==> config.mk <==
export PLATFORM = sky130hd
export DESIGN_NAME = bp_be_cmd_queue_gen_flat
export DESIGN_NICKNAME = d
export VERILOG_FILES = /design/src/rtl/bp_be_cmd_queue_gen_if.sv /design/src/rtl/bp_be_cmd_queue_gen.sv /design/src/flat_wrapper.sv
export SDC_FILE = /design/constraint.sdc
export NUM_CORES = 1
export LEC_CHECK = 0
export BUFFER_PORTS_ARGS = -buffer_cell sky130_fd_sc_hd__buf_4
export CAP_MARGIN = 0
export CORE_MARGIN = 2
export CORE_UTILIZATION = 60
export DETAILED_ROUTE_END_ITERATION = 16
export GPL_TIMING_DRIVEN = 0
export PLACE_DENSITY = 0.91
export REMOVE_ABC_BUFFERS = 1
export SLEW_MARGIN = 20
export SYNTH_ARGS = -nofsm -noshare
export SYNTH_HDL_FRONTEND = slang
export SYNTH_SLANG_ARGS = --single-unit
==> constraint.sdc <==
create_clock -name clk_i -period 7.2 [get_ports clk_i]
set_input_delay 0 -clock clk_i [delete_from_list [all_inputs] [get_ports clk_i]]
set_output_delay 0 -clock clk_i [all_outputs]
set_load 0.005 [all_outputs]
==> src/rtl/bp_be_cmd_queue_gen_if.sv <==
// Enqueue/dequeue handshake bundle between the FE command producer and the BE command consumer.
interface bp_be_cmd_queue_gen_if #(
    parameter int width_p = 64
);
    logic               v_i;
    logic [width_p-1:0] data_i;
    logic               ready_o;
    logic               v_o;
    logic [width_p-1:0] data_o;
    logic               yumi_i;

    modport master (output v_i, data_i, yumi_i, input ready_o, v_o, data_o);
    modport slave  (input v_i, data_i, yumi_i, output ready_o, v_o, data_o);
endinterface

==> src/rtl/bp_be_cmd_queue_gen.sv <==
// Generic-depth BE command FIFO with flush, occupancy/almost-full reporting, sticky overflow
// and an optional same-cycle bypass when empty.
module bp_be_cmd_queue_gen #(
    parameter int width_p              = 64,
    parameter int els_p                = 8,
    parameter int almost_full_thresh_p = els_p - 2,
    parameter bit bypass_p             = 1'b0,
    localparam int ptr_w_lp            = (els_p > 1) ? $clog2(els_p) : 1,
    localparam int cnt_w_lp            = $clog2(els_p + 1)
) (
    input  logic                  clk_i,
    input  logic                  reset_n_i,
    bp_be_cmd_queue_gen_if.slave  cmd_if,
    input  logic                  flush_i,
    output logic [cnt_w_lp-1:0]   count_o,
    output logic                  almost_full_o,
    output logic                  empty_r_o,
    output logic                  empty_n_o,
    output logic                  full_r_o,
    output logic                  full_n_o,
    output logic                  overflow_o
);

    logic [width_p-1:0]  mem_q [els_p];
    logic [ptr_w_lp-1:0] rptr_q, rptr_d;
    logic [ptr_w_lp-1:0] wptr_q, wptr_d;
    logic [cnt_w_lp-1:0] count_q, count_d;
    logic                empty_q, full_q, afull_q, ovf_q;
    logic                empty_d, full_d, afull_d, ovf_d;

    logic                ready_s, v_s, enq_s, deq_s;
    logic                bypass_take_s, write_s, pop_s;
    logic [width_p-1:0]  data_s;

    // Wrap at els_p-1 by explicit compare so any depth works.
    function automatic logic [ptr_w_lp-1:0] ptr_inc(input logic [ptr_w_lp-1:0] ptr);
        if (ptr == ptr_w_lp'(els_p - 1)) begin
            ptr_inc = '0;
        end else begin
            ptr_inc = ptr + ptr_w_lp'(1);
        end
    endfunction

    // Handshake, head selection and next-state computation.
    always_comb begin
        ready_s = reset_n_i & ~full_q;
        if (bypass_p) begin
            v_s = reset_n_i & (~empty_q | cmd_if.v_i);
        end else begin
            v_s = reset_n_i & ~empty_q;
        end
        if (bypass_p && empty_q) begin
            data_s = cmd_if.data_i;
        end else begin
            data_s = mem_q[rptr_q];
        end

        enq_s = cmd_if.v_i & ready_s;
        deq_s = cmd_if.yumi_i & v_s;
        // An empty bypass queue that is consumed in the same cycle never touches storage.
        bypass_take_s = bypass_p & empty_q & enq_s & deq_s;
        write_s       = enq_s & ~bypass_take_s & ~flush_i;
        pop_s         = deq_s & ~bypass_take_s & ~flush_i;

        rptr_d  = rptr_q;
        wptr_d  = wptr_q;
        count_d = count_q;
        if (flush_i) begin
            rptr_d  = '0;
            wptr_d  = '0;
            count_d = '0;
        end else begin
            if (write_s) begin
                wptr_d = ptr_inc(wptr_q);
            end else begin
                wptr_d = wptr_q;
            end
            if (pop_s) begin
                rptr_d = ptr_inc(rptr_q);
            end else begin
                rptr_d = rptr_q;
            end
            count_d = count_q + cnt_w_lp'(write_s) - cnt_w_lp'(pop_s);
        end

        empty_d = (count_d == cnt_w_lp'(0));
        full_d  = (count_d == cnt_w_lp'(els_p));
        afull_d = (count_d >= cnt_w_lp'(almost_full_thresh_p));
        ovf_d   = ovf_q | (cmd_if.v_i & ~ready_s);
    end

    // Payload storage; contents are intentionally left unreset.
    always_ff @(posedge clk_i) begin
        if (write_s) begin
            mem_q[wptr_q] <= cmd_if.data_i;
        end
    end

    // Pointer, occupancy and flag registers.
    always_ff @(posedge clk_i or negedge reset_n_i) begin
        if (!reset_n_i) begin
            rptr_q  <= '0;
            wptr_q  <= '0;
            count_q <= '0;
            empty_q <= 1'b1;
            full_q  <= 1'b0;
            afull_q <= 1'b0;
            ovf_q   <= 1'b0;
        end else begin
            rptr_q  <= rptr_d;
            wptr_q  <= wptr_d;
            count_q <= count_d;
            empty_q <= empty_d;
            full_q  <= full_d;
            afull_q <= afull_d;
            ovf_q   <= ovf_d;
        end
    end

    assign cmd_if.ready_o = ready_s;
    assign cmd_if.v_o     = v_s;
    assign cmd_if.data_o  = data_s;
    assign count_o        = count_q;
    assign almost_full_o  = afull_q;
    assign empty_r_o      = empty_q;
    assign full_r_o       = full_q;
    assign empty_n_o      = empty_d;
    assign full_n_o       = full_d;
    assign overflow_o     = ovf_q;

endmodule

==> src/flat_wrapper.sv <==
// flat-port wrapper written by rule: the top's interface ports become plain ports
module bp_be_cmd_queue_gen_flat 
#(
    parameter int width_p              = 64,
    parameter int els_p                = 8,
    parameter int almost_full_thresh_p = els_p - 2,
    parameter bit bypass_p             = 1'b0,
    localparam int ptr_w_lp            = (els_p > 1) ? $clog2(els_p) : 1,
    localparam int cnt_w_lp            = $clog2(els_p + 1)
)
  (clk_i, reset_n_i, flush_i, count_o, almost_full_o, empty_r_o, empty_n_o, full_r_o, full_n_o, overflow_o, cmd_if_v_i, cmd_if_data_i, cmd_if_yumi_i, cmd_if_ready_o, cmd_if_v_o, cmd_if_data_o);
  bp_be_cmd_queue_gen_if #(.width_p(width_p)) cmd_if_i ();
  input  logic clk_i;
  input  logic reset_n_i;
  input  logic flush_i;
  output logic [cnt_w_lp-1:0] count_o;
  output logic almost_full_o;
  output logic empty_r_o;
  output logic empty_n_o;
  output logic full_r_o;
  output logic full_n_o;
  output logic overflow_o;
  input wire logic [$bits(cmd_if_i.v_i)-1:0] cmd_if_v_i;
  input wire logic [$bits(cmd_if_i.data_i)-1:0] cmd_if_data_i;
  input wire logic [$bits(cmd_if_i.yumi_i)-1:0] cmd_if_yumi_i;
  output wire logic [$bits(cmd_if_i.ready_o)-1:0] cmd_if_ready_o;
  output wire logic [$bits(cmd_if_i.v_o)-1:0] cmd_if_v_o;
  output wire logic [$bits(cmd_if_i.data_o)-1:0] cmd_if_data_o;
  assign cmd_if_i.v_i = cmd_if_v_i;
  assign cmd_if_i.data_i = cmd_if_data_i;
  assign cmd_if_i.yumi_i = cmd_if_yumi_i;
  assign cmd_if_ready_o = cmd_if_i.ready_o;
  assign cmd_if_v_o = cmd_if_i.v_o;
  assign cmd_if_data_o = cmd_if_i.data_o;
  bp_be_cmd_queue_gen #(.width_p(width_p), .els_p(els_p), .almost_full_thresh_p(almost_full_thresh_p), .bypass_p(bypass_p)) u_core (.clk_i(clk_i), .reset_n_i(reset_n_i), .cmd_if(cmd_if_i), .flush_i(flush_i), .count_o(count_o), .almost_full_o(almost_full_o), .empty_r_o(empty_r_o), .empty_n_o(empty_n_o), .full_r_o(full_r_o), .full_n_o(full_n_o), .overflow_o(overflow_o));
endmodule
==> impl_metrics.json <==
{
  "status": "complete, no violations",
  "p_leak_nw": 8.00,
  "wl_met1_um": 16800,
  "grt-ovfl-total": 0,
  "placed_cell_area_um2": 22300,
  "ys_types": 31,
  "routabilityCongestion": 0.690,
  "ir_worst_vdd_mv": 0.187,
  "netlist_area_um2": 20000,
  "post_cts_buffers": 0,
  "vias": 9596,
  "firstDrtPassIters": 7,
  "num_io_pins": 145,
  "switchingPower_mw": 1.35,
  "power_frac_seq_pct": 53.3,
  "areaGrowthSynthToFinish_pct": 22.5,
  "cts_buffers": 49,
  "sw_frac_of_total_pct": 20.8,
  "crit_type": "in -> reg",
  "final_nets": 1175,
  "p_comb_share_pct": 9.5,
  "path_clk_slew_ns": 0.06,
  "crit_fanout": 9,
  "hold_class": "in -> reg",
  "grt_pass1_wl_um": 62900,
  "clk-insertion-delay-late_ns": 0.55,
  "layout_worst_path_cycle_share_pct": 46.9,
  "critPathCaptureType": "register",
  "internal_power_mw": 5.13,
  "root_buffer": "clkbuf_16",
  "core-area_um2": 32700,
  "std_cell_rows": 66,
  "period_needed_ns": 3.38,
  "layout_common_cells": "edfxtp_1, buf_4, mux4_2",
  "power_mw": 6.47,
  "final_common_cell": "edfxtp_1",
  "cts_resized": 0,
  "final-max-slew-violation-count": 0,
  "wl_met3_um": 2630,
  "tritoncts": "done",
  "fill_cells": 1751,
  "drc": 0,
  "cts_num_sinks": 526,
  "antenna_left": 0,
  "p_clk_share_pct": 37.3,
  "hold_viol": 0,
  "synth-seq-cells": 526,
  "initial_core_util_pct": 61.2,
  "ys_seq_area_share_pct": 78.6,
  "fin_setup_tns_ns": 0,
  "antenna_cells": 0,
  "dp_hpwl_um": 24200,
  "holdWs_ns": 0.229,
  "final_design_area_no_fill_um2": 24500,
  "antenna_found_initial": 0,
  "portBuffers": 144,
  "clock.fmax_ghz": 0.296,
  "cellPowerDensity_nw_per_um2": 264,
  "grt_max_degree": 50,
  "grt_setup_unrepaired": "false",
  "timing.slew.headroom_pct": 39.5,
  "grt.total_usage_pct": 24.2,
  "cap_violations": 0,
  "wire_per_inst_um": 26.0,
  "dieArea_um2": 34800,
  "die_x_um": 187,
  "first_iter_violations": 909,
  "routed-wl-met2_um": 20500,
  "fin_skew_ns": 0.0191,
  "cp.required_ns": 7.44,
  "htreeDepth": 2,
  "viasPerCell": 6.08,
  "wl_um": 41000,
  "start_kind": "primary input",
  "setup_viol": 0,
  "hold_buffers": 70,
  "arrival_ns": 3.62,
  "clk_path_buf_depth": 3,
  "drive_above_1_share_pct": 40.4,
  "synthCells": 824,
  "syn_area_per_cell_um2": 24.3,
  "routed.top_layer": "met4",
  "worstMarginPinSlew_ns": 0.902,
  "dieHeight_um": 187,
  "yosys_warnings": 0,
  "grt_pass1_vias": 10172
}
[area by class of cell]
class / instances / area [um2] / share of cell area, %
Inverter: 8 / 30.0 / 0.123
Timing Repair Buffer: 259 / 2640 / 10.8
Sequential cell: 526 / 15700 / 64.2
Clock buffer: 66 / 1290 / 5.26
Multi-Input combinational cell: 253 / 4080 / 16.6
Tap cell: 442 / 553 / 2.26
Clock inverter: 23 / 183 / 0.745
[critical path: stages]
cell and delay (ns):
dlygate4sd3_1 0.52, dlygate4sd3_1 0.55, buf_4 0.14, nor4bb_1 0.54, nand2b_1 0.38, nor3_2 0.77
buf_4 0.30, buf_4 0.20, buf_4 0.21
[final timing paths]
check                                          endpoint  slack [ns]                   startpoint  cells past startpoint
setup reg to reg           u_core.mem_q[0][9]$_DFFE_PP_        4.00    u_core.full_r_o$_DFF_PN0_                      6
setup / recovery           u_core.mem_q[0][9]$_DFFE_PP_        3.82                    reset_n_i                      9
max in group asynchronous  u_core.rptr_q[0]$_DFFE_PN0P_        5.52                    reset_n_i                      4
hold / removal             u_core.mem_q[2][8]$_DFFE_PP_        0.23             cmd_if_data_i[8]                      2
min in group asynchronous    u_core.empty_r_o$_DFF_PN1_        0.51                    reset_n_i                      3
hold reg to reg             u_core.overflow_o$_DFF_PN0_        0.51  u_core.overflow_o$_DFF_PN0_                      1
[metrics by stage]
| step | std cells | utilization (%) | setup slack (ns) |
|---|---|---|---|
| 6_report | 1577 | 75.0 | 3.82 |
| 5_1_grt | 1577 | 75.0 | 3.65 |
| 4_1_cts | 1577 | 75.0 | 3.89 |
| 3_5_place_dp | 1418 | 68.3 | 4.05 |
| 3_3_place_gp | 1373 | 65.5 | -3.01 |
| 2_1_floorplan | 787 | - | 1.24 |
[registers in the layout (all words and copies together) (netlist names)]
signal,flops
u_core.almost_full_o,1
u_core.count_o,4
u_core.empty_r_o,1
u_core.full_r_o,1
u_core.mem_q,512
u_core.overflow_o,1
u_core.rptr_q,3
u_core.wptr_q,3
[metal layers]
metal | vias to the layer above | GRT usage, %
met2 | 426 | 38.9
met5 | - | 0
met3 | 83 | 3.91
met1 | 5041 | 35.3
li1 | 4046 | -
met4 | 0 | 6.62
[power groups by stage]
stage	registers (mW)	clock network, mW	logic [mW]
global placement	3.57	0	0.532
floorplan	3.55	0	0.304
CTS	3.45	2.44	0.620
detailed placement	3.51	0	0.575
finish	3.45	2.41	0.613
global route	3.45	2.57	0.659
[cells by family (layout without fill, tap and decap cells)]
group                      count (synthesis)  in the layout  share of synthesized area, %
DFF                                      526            526                          78.6
buffers and inverters                     45            356                          1.29
adders and majority gates                  9              9                         0.600
and+or+nand+nor                           37             37                         0.969
AOI/OAI and AO/OA                         11             11                         0.344
muxes                                    194            194                          18.1
xor gates and xnor gates                   2              2                        0.0876
[Yosys cell counts]
| master | count | area share (%) |
|---|---|---|
| and3_1 | 2 | 0.063 |
| inv_1 | 8 | 0.15 |
| dfrtp_1 | 13 | 1.6 |
| buf_2 | 5 | 0.13 |
| xnor2_1 | 1 | 0.044 |
| or4_1 | 1 | 0.038 |
| ha_1 | 8 | 0.50 |
| nor2b_1 | 3 | 0.094 |
| o211ai_1 | 1 | 0.038 |
| xor2_1 | 1 | 0.044 |
| nand3b_1 | 2 | 0.075 |
| or3b_2 | 2 | 0.088 |
| mux2i_1 | 2 | 0.10 |
| edfxtp_1 | 512 | 77 |
| or3_1 | 2 | 0.063 |
| a21o_1 | 2 | 0.075 |
| nor2_1 | 12 | 0.23 |
| mux4_2 | 128 | 14 |
| fa_1 | 1 | 0.10 |
| nand2b_1 | 3 | 0.094 |
| buf_6 | 11 | 0.62 |
| nand2_1 | 7 | 0.13 |
| nor3_1 | 2 | 0.050 |
| clkbuf_1 | 18 | 0.34 |
| nor4bb_1 | 1 | 0.050 |
| dfstp_2 | 1 | 0.13 |
| o311ai_0 | 1 | 0.044 |
| buf_1 | 3 | 0.056 |
| o21bai_1 | 1 | 0.038 |
| mux2_2 | 64 | 3.6 |
| a21oi_1 | 6 | 0.15 |
(Power assumes the default switching activity.)
